<file path="src/rtl/sdram_arb_pkg.sv">
// rtl/sdram_arb_pkg.sv - shared types and constants for the SDRAM port arbiter
package sdram_arb_pkg;

    typedef enum logic [2:0] {
        INIT,
        IDLE,
        CMD,
        ACCEPT,
        BURST,
        DRAIN
    } arb_state_e;

    localparam logic PORT_RD = 1'b0;
    localparam logic PORT_WR = 1'b1;
    localparam int   LEN_W   = 8;

endpackage

</file>
<file path="src/rtl/sdram_port_arbiter_arb_grant.sv">
// rtl/sdram_port_arbiter_arb_grant.sv - port priority with port-1 starvation guard
module arb_grant
    import sdram_arb_pkg::*;
#(
    parameter int STARVE_LIMIT = 4
) (
    input  logic clk,
    input  logic reset,
    input  logic p0_req,
    input  logic p1_req,
    input  logic grant_en,
    output logic grant_port
);

    localparam int CNT_W = $clog2(STARVE_LIMIT + 1);

    logic [CNT_W-1:0] starve_cnt_q;
    logic [CNT_W-1:0] starve_cnt_d;
    logic             starved;

    // Port 0 wins until port 1 has been passed over STARVE_LIMIT times in a row
    always_comb begin
        starved      = (starve_cnt_q == CNT_W'(STARVE_LIMIT)) && p1_req;
        grant_port   = ((p1_req && !p0_req) || starved) ? PORT_WR : PORT_RD;
        starve_cnt_d = starve_cnt_q;
        if (!p1_req) begin
            starve_cnt_d = '0;
        end else if (grant_en) begin
            if (grant_port == PORT_WR) begin
                starve_cnt_d = '0;
            end else begin
                starve_cnt_d = starve_cnt_q + CNT_W'(1);
            end
        end
    end

    // Starvation counter register
    always_ff @(posedge clk) begin
        if (reset) begin
            starve_cnt_q <= '0;
        end else begin
            starve_cnt_q <= starve_cnt_d;
        end
    end

endmodule

</file>
<file path="src/rtl/sdram_port_arbiter.sv">
// rtl/sdram_port_arbiter.sv - shares one SDRAM controller port between a reader and a writer
module sdram_port_arbiter
    import sdram_arb_pkg::*;
#(
    parameter int ADDR_W       = 21,
    parameter int DATA_W       = 16,
    parameter int STARVE_LIMIT = 4,
    parameter int ACC_TIMEOUT  = 255
) (
    input  logic              clk,
    input  logic              reset,
    input  logic              p0_req,
    input  logic [ADDR_W-1:0] p0_addr,
    input  logic [LEN_W-1:0]  p0_len,
    output logic              p0_ack,
    output logic              p0_rvalid,
    output logic [DATA_W-1:0] p0_rdata,
    output logic              p0_done,
    input  logic              p1_req,
    input  logic [ADDR_W-1:0] p1_addr,
    input  logic [LEN_W-1:0]  p1_len,
    output logic              p1_ack,
    output logic              p1_done,
    input  logic [DATA_W-1:0] p1_wdata,
    output logic              p1_wnext,
    input  logic              sdrc_init_done,
    input  logic              sdrc_busy_n,
    input  logic              sdrc_rd_valid,
    input  logic [DATA_W-1:0] sdrc_rdata,
    output logic              sdrc_wr_n,
    output logic              sdrc_rd_n,
    output logic [ADDR_W-1:0] sdrc_addr,
    output logic [LEN_W-1:0]  sdrc_data_len,
    output logic [1:0]        sdrc_dqm,
    output logic [DATA_W-1:0] sdrc_wdata,
    output logic              timeout_err
);

    localparam int TMR_W = $clog2(ACC_TIMEOUT + 1);

    arb_state_e        state_q, state_d;
    logic              owner_q, owner_d;
    logic [ADDR_W-1:0] addr_q, addr_d;
    logic [LEN_W-1:0]  len_q, len_d;
    logic [8:0]        beat_q, beat_d;
    logic [TMR_W-1:0]  timer_q, timer_d;
    logic [LEN_W-1:0]  wleft_q, wleft_d;
    logic              wnext_dly_q, wnext_dly_d;
    logic [DATA_W-1:0] wdata_q, wdata_d;
    logic              rvalid_q, rvalid_d;
    logic [DATA_W-1:0] rdata_q, rdata_d;
    logic              p0_done_q, p0_done_d;
    logic              p1_done_q, p1_done_d;
    logic              timeout_err_q, timeout_err_d;

    logic grant_en;
    logic grant_port;
    logic cmd_rd;
    logic cmd_wr;
    logic last_beat;

    assign grant_en  = (state_q == IDLE) && sdrc_busy_n && sdrc_init_done && (p0_req || p1_req);
    assign cmd_rd    = (state_q == CMD) && (owner_q == PORT_RD);
    assign cmd_wr    = (state_q == CMD) && (owner_q == PORT_WR);
    assign last_beat = (beat_q == {1'b0, len_q});

    arb_grant #(
        .STARVE_LIMIT (STARVE_LIMIT)
    ) u_arb_grant (
        .clk        (clk),
        .reset      (reset),
        .p0_req     (p0_req),
        .p1_req     (p1_req),
        .grant_en   (grant_en),
        .grant_port (grant_port)
    );

    // Command sequencing: grant, strobe, wait for acceptance, move the burst, drain
    always_comb begin
        state_d       = state_q;
        owner_d       = owner_q;
        addr_d        = addr_q;
        len_d         = len_q;
        beat_d        = beat_q;
        timer_d       = timer_q;
        wleft_d       = (wleft_q != '0) ? wleft_q - LEN_W'(1) : wleft_q;
        wnext_dly_d   = p1_wnext;
        wdata_d       = wnext_dly_q ? p1_wdata : wdata_q;
        rvalid_d      = 1'b0;
        rdata_d       = rdata_q;
        p0_done_d     = 1'b0;
        p1_done_d     = 1'b0;
        timeout_err_d = timeout_err_q;
        case (state_q)
            INIT: begin
                if (sdrc_init_done) state_d = IDLE;
            end
            IDLE: begin
                if (grant_en) begin
                    state_d = CMD;
                    owner_d = grant_port;
                    addr_d  = (grant_port == PORT_WR) ? p1_addr : p0_addr;
                    len_d   = (grant_port == PORT_WR) ? p1_len : p0_len;
                end
            end
            CMD: begin
                state_d = ACCEPT;
                timer_d = '0;
                beat_d  = '0;
                if (owner_q == PORT_WR) wleft_d = len_q;
            end
            ACCEPT: begin
                if (!sdrc_busy_n) begin
                    state_d = BURST;
                end else if (timer_q == TMR_W'(ACC_TIMEOUT - 1)) begin
                    state_d       = IDLE;
                    timeout_err_d = 1'b1;
                    p0_done_d     = (owner_q == PORT_RD);
                    p1_done_d     = (owner_q == PORT_WR);
                end else begin
                    timer_d = timer_q + TMR_W'(1);
                end
            end
            BURST: begin
                if (owner_q == PORT_RD) begin
                    if (sdrc_rd_valid) begin
                        rvalid_d = 1'b1;
                        rdata_d  = sdrc_rdata;
                        beat_d   = beat_q + 9'd1;
                        if (last_beat) begin
                            p0_done_d = 1'b1;
                            state_d   = DRAIN;
                        end
                    end
                end else begin
                    beat_d = beat_q + 9'd1;
                    if (last_beat) begin
                        p1_done_d = 1'b1;
                        state_d   = DRAIN;
                    end
                end
            end
            DRAIN: begin
                if (sdrc_busy_n) state_d = IDLE;
            end
            default: state_d = INIT;
        endcase
        // Losing the controller abandons the transfer silently
        if (!sdrc_init_done) begin
            state_d   = INIT;
            wleft_d   = '0;
            rvalid_d  = 1'b0;
            p0_done_d = 1'b0;
            p1_done_d = 1'b0;
        end
    end

    // State and datapath registers
    always_ff @(posedge clk) begin
        if (reset) begin
            state_q       <= INIT;
            owner_q       <= PORT_RD;
            addr_q        <= '0;
            len_q         <= '0;
            beat_q        <= '0;
            timer_q       <= '0;
            wleft_q       <= '0;
            wnext_dly_q   <= 1'b0;
            wdata_q       <= '0;
            rvalid_q      <= 1'b0;
            rdata_q       <= '0;
            p0_done_q     <= 1'b0;
            p1_done_q     <= 1'b0;
            timeout_err_q <= 1'b0;
        end else begin
            state_q       <= state_d;
            owner_q       <= owner_d;
            addr_q        <= addr_d;
            len_q         <= len_d;
            beat_q        <= beat_d;
            timer_q       <= timer_d;
            wleft_q       <= wleft_d;
            wnext_dly_q   <= wnext_dly_d;
            wdata_q       <= wdata_d;
            rvalid_q      <= rvalid_d;
            rdata_q       <= rdata_d;
            p0_done_q     <= p0_done_d;
            p1_done_q     <= p1_done_d;
            timeout_err_q <= timeout_err_d;
        end
    end

    assign sdrc_rd_n     = !cmd_rd;
    assign sdrc_wr_n     = !cmd_wr;
    assign p0_ack        = cmd_rd;
    assign p1_ack        = cmd_wr;
    assign p1_wnext      = cmd_wr || (wleft_q != '0);
    assign sdrc_addr     = addr_q;
    assign sdrc_data_len = len_q;
    assign sdrc_dqm      = 2'b00;
    assign sdrc_wdata    = wdata_q;
    assign p0_rvalid     = rvalid_q;
    assign p0_rdata      = rdata_q;
    assign p0_done       = p0_done_q;
    assign p1_done       = p1_done_q;
    assign timeout_err   = timeout_err_q;

endmodule

</file>
<file path="config.mk">
export PLATFORM = sky130hd
export DESIGN_NAME = sdram_port_arbiter
export DESIGN_NICKNAME = d
export VERILOG_FILES = /design/src/rtl/sdram_arb_pkg.sv /design/src/rtl/sdram_port_arbiter_arb_grant.sv /design/src/rtl/sdram_port_arbiter.sv
export SDC_FILE = /design/constraint.sdc
export NUM_CORES = 1
export LEC_CHECK = 0
export ABC_AREA = 1
export BUFFER_PORTS_ARGS = -buffer_cell sky130_fd_sc_hd__buf_2
export CORE_ASPECT_RATIO = 1.25
export CORE_MARGIN = 3
export CORE_UTILIZATION = 49
export CTS_CLUSTER_SIZE = 10
export DETAILED_ROUTE_END_ITERATION = 6
export PLACE_DENSITY = 0.8
export SLEW_MARGIN = 5
export SYNTH_ARGS = -nofsm -noshare
export SYNTH_HDL_FRONTEND = slang
export SYNTH_SLANG_ARGS = --single-unit
</file>
<file path="constraint.sdc">
create_clock -name clk -period 2 [get_ports clk]
set_input_delay 0.2 -clock clk [delete_from_list [all_inputs] [get_ports clk]]
set_output_delay 0.2 -clock clk [all_outputs]
set_load 0.005 [all_outputs]
</file>
# Yosys cells after proc, flatten, opt, wreduce, memory -nomap -nowiden
# Index checks and enable logic that the tools add are counted.
# classes
n_addsub	4
eq_ne	14
mux	32
bitwise	4
n_reduce_logical	26
# op_table
op	n
8-bit 2-to-1 mux	6
3-bit 2-to-1 mux	8
21-bit 2-to-1 mux	1
9-bit 2-to-1 mux	2
3-bit one-hot mux with 6 select lines	1
9-bit one-hot mux with 2 select lines	1
8-bit one-hot mux with 2 select lines	1
1-bit 2-to-1 mux	10
9-bit by 1-bit adder with 9-bit output, second input constant	1
3-bit == test, second input constant	3
9-bit by 8-bit == test with 1-bit output	1
3-bit AND reduction	3
8-bit by 1-bit adder with 8-bit output, second input constant	1
8-bit == test, second input constant	1
2-bit inequality test, second input constant	4
8-bit nonzero test	1
8-bit by 1-bit subtractor with 8-bit output, second input constant	1
1-bit logical AND	7
3-bit by 2-bit == test with 1-bit output, second input constant	2
3-bit inequality test, second input constant	2
1-bit inverter	4
1-bit one-hot mux with 2 select lines	2
2-bit AND reduction	2
4-bit AND reduction	1
other kinds (8)	14
# totals
reg_bits	98
out_inout_bits	72
wordCells	95

# Depth between registers and ports, before layout
# Gate-level depths: netlist of run 1.
# logic_depth
depth_word	6
ltp_mapped	13

# By module
# Synthesis of run 1 repeated with hierarchy kept, for this count alone.
# hier_totals
hier_cells	662
area_unflattened_um2	4610.7
# by_module_without_submodules
mod	instances	cells_per_inst	area_each_um2	seq_area_each_um2
sdram_port_arbiter	1	637	4430.5	1901.8
arb_grant	1	25	180.2	60.1

# Least setup slack after synthesis of run 1
# Ideal clock, no wire load.
# synth_timing
kind	register to register
startpoint	reg u_arb_grant.starve_cnt_q[0]
endpoint	reg owner_q
setup_time_ns	0.115
t_arrival_ns	1.343
t_required_ns	1.885
path_slack_ns	0.542
stages_incl_launch_ff	9
synth_period_minus_slack_ns	1.458
cell_sequence	dfxtp_1 inv_1 ha_1 nand3_1 nand2_1 inv_1 clkbuf_1 nor2_1 o21a_1
# synth_via
elab_chain_len	4
# synth_rtl
element	line	text
from (decl)	sdram_port_arbiter_arb_grant.sv:17	logic [CNT_W-1:0] starve_cnt_q;
from (signal assigned)	sdram_port_arbiter_arb_grant.sv:42	starve_cnt_q <= starve_cnt_d;
3-bit == test	sdram_port_arbiter_arb_grant.sv:23	starved = (starve_cnt_q == CNT_W'(STARVE_LIMIT)) && p1_req;
1-bit logical AND	sdram_port_arbiter_arb_grant.sv:23	
1-bit logical OR	sdram_port_arbiter_arb_grant.sv:24	grant_port = ((p1_req && !p0_req) || starved) ? PORT_WR : PORT_RD;
1-bit 2-to-1 mux	sdram_port_arbiter_arb_grant.sv:24	
to (signal assigned)	sdram_port_arbiter.sv:177	owner_q <= owner_d;
to (decl)	sdram_port_arbiter.sv:42	logic owner_q, owner_d;
# Every way passes these cells.
# A chain may end at the register's enable or synchronous reset.

# Final worst setup path of run 1
# layout_timing
startpoint	reg wleft_q[0]
endpoint	out p1_wnext
# layout_via
elab_chain_len	2
# layout_rtl
element	line	text
from (decl)	sdram_port_arbiter.sv:47	logic [LEN_W-1:0] wleft_q, wleft_d;
from (signal assigned)	sdram_port_arbiter.sv:182	wleft_q <= wleft_d;
8-bit nonzero test	sdram_port_arbiter.sv:197	assign p1_wnext = cmd_wr || (wleft_q != '0);
1-bit logical OR	sdram_port_arbiter.sv:197	
to (decl)	sdram_port_arbiter.sv:25	output logic p1_wnext,
# Every way passes these cells.

==> results of run 1 <==
==> what timing repair did <==
| action | in CTS | in global routing |
|---|---|---|
| endpoints found under the hold margin | 0 | 0 |
| resized for setup | 0 | 1 |
| setup endpoints to repair | 0 | 1 |
==> critical path, cell delays in order (launching register included) <==
cell and delay, ns:
dfxtp_1 0.31, inv_1 0.14, ha_1 0.16, nor3b_1 0.17, nand2_1 0.11, nor2_2 0.17, inv_1 0.05, buf_2 0.12
==> path summary, 6_finish.rpt <==
kind / endpoint / slack, ns / startpoint
hold reg to reg: timeout_err / 0.45 / timeout_err
setup reg to reg: sdrc_data_len[0] / 0.40 / u_arb_grant.starve_cnt_q[0]
hold / removal: p0_rdata[3] / 0.05 / sdrc_rdata[3]
setup / recovery: p1_wnext / 0.19 / wleft_q[0]
==> state kept, by name, indices dropped and copies added, names as in the netlist <==
signal and cells:
wleft_q 8, sdrc_wdata 16, wnext_dly_q 1, timer_q 8, state_q 3, p0_done 1, sdrc_addr 21, p0_rvalid 1
timeout_err 1, sdrc_data_len 8, u_arb_grant.starve_cnt_q 3, owner_q 1, p0_rdata 16, beat_q 9, p1_done 1
==> cell usage in the layout (no fill, tap or decap), drive strengths merged <==
cell | synthesis | layout
nor3 | 58 | 58
clkinvlp | 0 | 1
clkbuf | 11 | 12
nand4 | 3 | 3
o21a | 1 | 1
a211oi | 3 | 3
bufinv | 0 | 1
nand3 | 21 | 21
dfxtp | 98 | 98
ha | 7 | 7
a221oi | 2 | 2
nor2 | 111 | 111
o221ai | 2 | 2
a31oi | 2 | 2
conb | 1 | 2
xor2 | 5 | 5
a21oi | 50 | 50
nor3b | 1 | 1
clkinv | 0 | 1
buf | 17 | 177
xnor2 | 2 | 2
or2 | 1 | 1
o21ai | 69 | 69
nand3b | 1 | 1
inv | 63 | 64
nand2 | 105 | 105
==> metal layers <==
layer  vias to the layer above  GRT usage  part of all wire
li1                       2380          -                 -
met5                         -          0                 0
met3                        33     0.0738             0.082
met4                         0      0.111             0.029
met2                       181      0.439              0.49
met1                      2179      0.292              0.40
==> where the power goes <==
group          internal [W]  leakage [nW]  switching (W)
clock              0.000583        0.0910       0.000690
combinational      0.000438          1.86       0.000609
sequential          0.00213         0.796       0.000132
total               0.00315          2.75        0.00143
==> kinds of logic (layout without fill, tap and decap cells) <==
| kind of cell | count (synthesis) | in the layout | synth area share |
|---|---|---|---|
| adder cells (fa/ha/maj) | 7 | 7 | 0.0196 |
| AND/OR/NAND/NOR | 301 | 301 | 0.292 |
| buffers and inverters | 91 | 256 | 0.0835 |
| flip-flops | 98 | 98 | 0.440 |
| XOR/XNOR | 7 | 7 | 0.0137 |
| AO/OA/AOI/OAI | 129 | 129 | 0.151 |
| other | 1 | 2 | 0.000840 |
==> per-stage QoR <==
stage,hold WS [ns],std cells
after global placement,0.420,904
final,0.0517,920
after detailed placement,0.430,904
after global routing,0.0401,920
after CTS,0.0422,920
after floorplan,0.335,635
==> area by class of cell <==
type	instances	area (um^2)	share of cell area
Clock buffer	12	135	0.0242
Clock inverter	4	51.3	0.00919
Inverter	63	236	0.0424
Multi-Input combinational cell	446	2130	0.382
Sequential cell	98	1960	0.351
Tap cell	120	150	0.0269
Timing Repair Buffer	177	913	0.164
==> results.cfg, run 1 <==
[outcome]
outcome = completed

[synth]
ys_seq_area_frac = 0.440
synth_edf_count = 0
synth_commonest_cells = nor2_1 (106), nand2_1 (102), dfxtp_1 (98)
synthArstFlopShare = 0
synth-main-ff-cell = dfxtp_1
yosysMostFrequentCell = nor2_1
syn-instance-count = 634
synth_area_um2 = 4460
yosysUniqueCellTypes = 34
synth_area_leaders = dfxtp_1 (44%), nor2_1 (8.9%), nand2_1 (8.6%)
synth_seq_cells = 98
yosysTopAreaCellShare = 0.440
syn_area_per_cell_um2 = 7.04
yosys.area.top_type = dfxtp_1
synth_warnings = 0

[finish]
fin_area_um2 = 5580
fin_util = 0.635
drive_gt1_frac = 0.263
nFillCells = 806
nets = 899
area_delta_synth_final_pct = 25.1
insertedDiodeCount = 0

[worst_setup_path]
crit_arrival_ns = 1.61
cp.required_ns = 1.80
critPathKind = reg2out
critPathCaptureType = primary output
cp_max_fo = 6
reg2regPathDepth = 8
crit_path_start_kind = flip-flop

[timing]
fin_ws_ns = 0.192
layout_min_cycle_time_ns = 1.81
fin_crit_sh = 0.904
slew_violations = 0
clock_skew_ns = 0.00777
worst_pin_slew_ns = 0.514
max_slew_margin = 0.657
tns_ns = 0
setup_viol = 0
max_freq_mhz = 553
rsz0062_at_grt = false
finalHoldViolCount = 0

[floorplan]
die_h_um = 113
num_io_pins = 169
core_um2 = 8800
die_area_um2 = 10300
rows = 38
die_w_um = 91.4
start_util = 0.507

[pwr]
vdd.ir_drop.worst_mv = 0.728
power.total_w = 0.00458
power.leakage_nw = 2.75
power_density_nw_per_um2 = 821

[detailed_routing]
wire_per_inst_um = 14.2
via_count = 4773
via_per_inst = 5.19
ant_nets = 0
wl_um = 13000
drt_first_pass_iters = 4
drc = 0
dr.first_iter.drc_count = 189

[clock_tree]
cts_made_buffers = 9
holdBufCountCts = 0
clkTransAtPathRegs_ns = 0.10
post_cts_buffers = 0
cts_tree = built
clkLatencyLatePin_ns = 0.37
h-tree-depth = 3
root_buffer = clkbuf_8
clock_path_buffers = 2
clock_sinks = 98

[place]
post_dp_cell_area_um2 = 5390
placement.io_buffers = 166
gp_congestion = 0.913
hpwl_um = 9800
pre_cts_ws_ns = 0.429

[grt]
grt_antenna_before_repair = 0
grt_overflow = 0
grt_pass1_wl_um = 21300
grt_pass1_vias = 4708
globalRouteTotalUtil = 0.254
grt_max_degree = 35

[hold_path]
hold_depth = 3
worstHoldPathType = in2reg

[flow_run]
drv_cap = 0
Power figures use the tool's default switching activity.
==> inputs of run 2 (changes only) <==
Settings changed: SETUP_SLACK_MARGIN set to 0.5.
==> run 2 against run 1 <==
Die area is the same. Cell area grew 14%. Clock skew is essentially flat. Cell count grew 5.0%. Sequential power is essentially flat. Non-clock buffer count grew 46. Via count grew 10%. Critical endpoint unchanged. Highest routed layer unchanged.
==> results.cfg, run 2 (synthesis gave the netlist of run 1 again) <==
[outcome]
outcome = completed

[pwr]
power.leakage_nw = 3.09
clkPwrFrac = 0.250
internal_power_w = 0.00346
power.share.switching = 0.330
power_density_nw_per_um2 = 806
power.switching_w = 0.00170
combPwrFrac = 0.306
vdd.ir_drop.worst_mv = 0.731
p_seq_frac = 0.445

[worst_setup_path]
reg2reg_to = wleft_q[6]
reg2regPathDepth = 12
timing.rr.start = wleft_q[3]
slowest_delay_ns = 0.33
cp_max_fo = 2
cp_slowest_cell = dfxtp_1
cp.buffers_inverters = 3
critPathCaptureType = primary output
crit_path_start_kind = flip-flop
crit_arrival_ns = 1.50
cp.required_ns = 1.80
cp_cell_sequence = inv_2 > ha_4 > nor3b_4 > nand2_2 > nor2_4 > inv_1 > buf_2
critPathKind = reg2out
r2r_slack_ns = 0.36
cpLargestDelayFamily = simple AND/OR/NAND/NOR gates

[finish]
fin_area_um2 = 6390
final_cell_mix = buf_2 (166), nor2_1 (96), nand2_1 (85), dfxtp_1 (73), o21ai_0 (50)
largest_reg_flops = 21
drive_gt1_frac = 0.413
finalNonFillerCells = 966
nets = 945
area_delta_synth_final_pct = 43.2
insertedDiodeCount = 0
layout_commonest_cell = buf_2

[place]
placement.io_buffers = 166
post_dp_cell_area_um2 = 5390
dp_cells = 904
gp_congestion = 0.913
hpwl_um = 9800
pre_cts_ws_ns = 0.429

[timing]
finalHoldViolCount = 0
max_freq_mhz = 588
layout_min_cycle_time_ns = 1.70
setup_viol = 0
fin_hold_ws_ns = 0.0327
rsz0062_at_grt = true
slew_violations = 0
fin_ws_ns = 0.300
tns_ns = 0
fin_crit_sh = 0.850
clock_skew_ns = 0.00751

[clock_tree]
root_buffer = clkbuf_8
clkLatencyLatePin_ns = 0.37
cts_tree = built
clock_path_buffers = 2
cts_made_buffers = 9
clkTransAtPathRegs_ns = 0.10
clock_sinks = 98
holdBufCountCts = 0
h-tree-depth = 3

[grt]
grt_pass1_wl_um = 22400
grt_pass1_vias = 4930
grt_antenna_before_repair = 0
grt_max_degree = 35
globalRouteTotalUtil = 0.267
grt_overflow = 0

[detailed_routing]
wl_um = 15600
via_count = 5257
via_per_inst = 5.44
wire_per_inst_um = 16.1
drt_first_pass_iters = 5
drc = 0
ant_nets = 0
dr.first_iter.drc_count = 313

[floorplan]
die_w_um = 91.4
num_io_pins = 169
die_area_um2 = 10300
start_util = 0.507
rows = 38
core_um2 = 8800
die_h_um = 113

[hold_path]
worstHoldPathType = in2reg
hold_depth = 3
holdPathEnd = p0_rdata[3]
hold_start = sdrc_rdata[3]

[flow_run]
drv_cap = 0
run 2: cell types whose count changed in the layout (fill, tap and decap cells not counted), moves of 7 or more:
| cell | before | now |
|---|---|---|
| inv_1 | 55 | 43 |
| nor3_1 | 56 | 49 |
| nor2_1 | 105 | 96 |
| o21ai_0 | 63 | 50 |
| nand2_1 | 102 | 85 |
| nor2_4 | 3 | 10 |
| buf_4 | 11 | 44 |
| dfxtp_2 | 0 | 19 |
| o21ai_2 | 0 | 13 |
| nand2_2 | 3 | 15 |
| dfxtp_1 | 98 | 73 |
| buf_6 | 0 | 8 |
run 2: through the flow:
step,utilization,power (W)
finish,0.726,0.00515
detailed placement,0.613,0.00334
global placement,0.613,0.00330
global route,0.726,0.00541
floorplan,-,0.00293
CTS,0.662,0.00481
run 2: worst max path at each step:
stage                                      startpoint                to  slack, ns  depth (start not counted)
final                                      wleft_q[0]          p1_wnext       0.30                          7
after global routing                       wleft_q[0]          p1_wnext       0.24                          7
after CTS                                  wleft_q[0]          p1_wnext       0.38                          7
after detailed placement  u_arb_grant.starve_cnt_q[0]  sdrc_data_len[0]       0.43                          8
after global placement                     state_q[1]       p0_rdata[9]       0.49                          8
after floorplan           u_arb_grant.starve_cnt_q[0]           owner_q       0.54                          8
run 2: repair_timing:
action	4_1_cts	5_1_grt
pin swaps	13	41
endpoints found under the hold margin	0	0
gates cloned	0	2
gates resized for setup	31	125
setup buffers	23	21
setup endpoints to repair	47	71
run 2: layout make-up:
cell class | count | area (um^2)
clock buffers | 12 | 135
clock inverters | 4 | 51.3
fillers | 671 | 2410
inverters | 63 | 256
multi-input cells | 446 | 2430
flip-flops and latches | 98 | 2010
well taps | 120 | 150
repair buffers | 223 | 1360
run 2: power groups by stage:
stage	registers, W	clock network, W	logic, W
2_1_floorplan	0.00228	0	0.000653
3_3_place_gp	0.00230	0	0.00101
3_5_place_dp	0.00230	0	0.00104
4_1_cts	0.00227	0.00129	0.00125
5_1_grt	0.00231	0.00138	0.00171
6_report	0.00229	0.00129	0.00158
run 2: worst reg2reg max path, stage by stage (launching register included):
cell	delay, ns
dfxtp_2	0.34
inv_2	0.06
nand2_2	0.07
nor3_4	0.18
buf_4	0.15
buf_4	0.09
buf_4	0.10
buf_6	0.08
buf_6	0.09
nand2_4	0.05
xnor2_2	0.16
nand2_1	0.10
a21oi_2	0.13
run 2: layer usage:
layer | global-route usage | wire (um) | vias to the layer above
met5 | 0 | 0 | -
li1 | - | - | 2485
met2 | 0.468 | 7890 | 287
met4 | 0.118 | 591 | 0
met3 | 0.0771 | 1500 | 60
met1 | 0.301 | 5570 | 2425
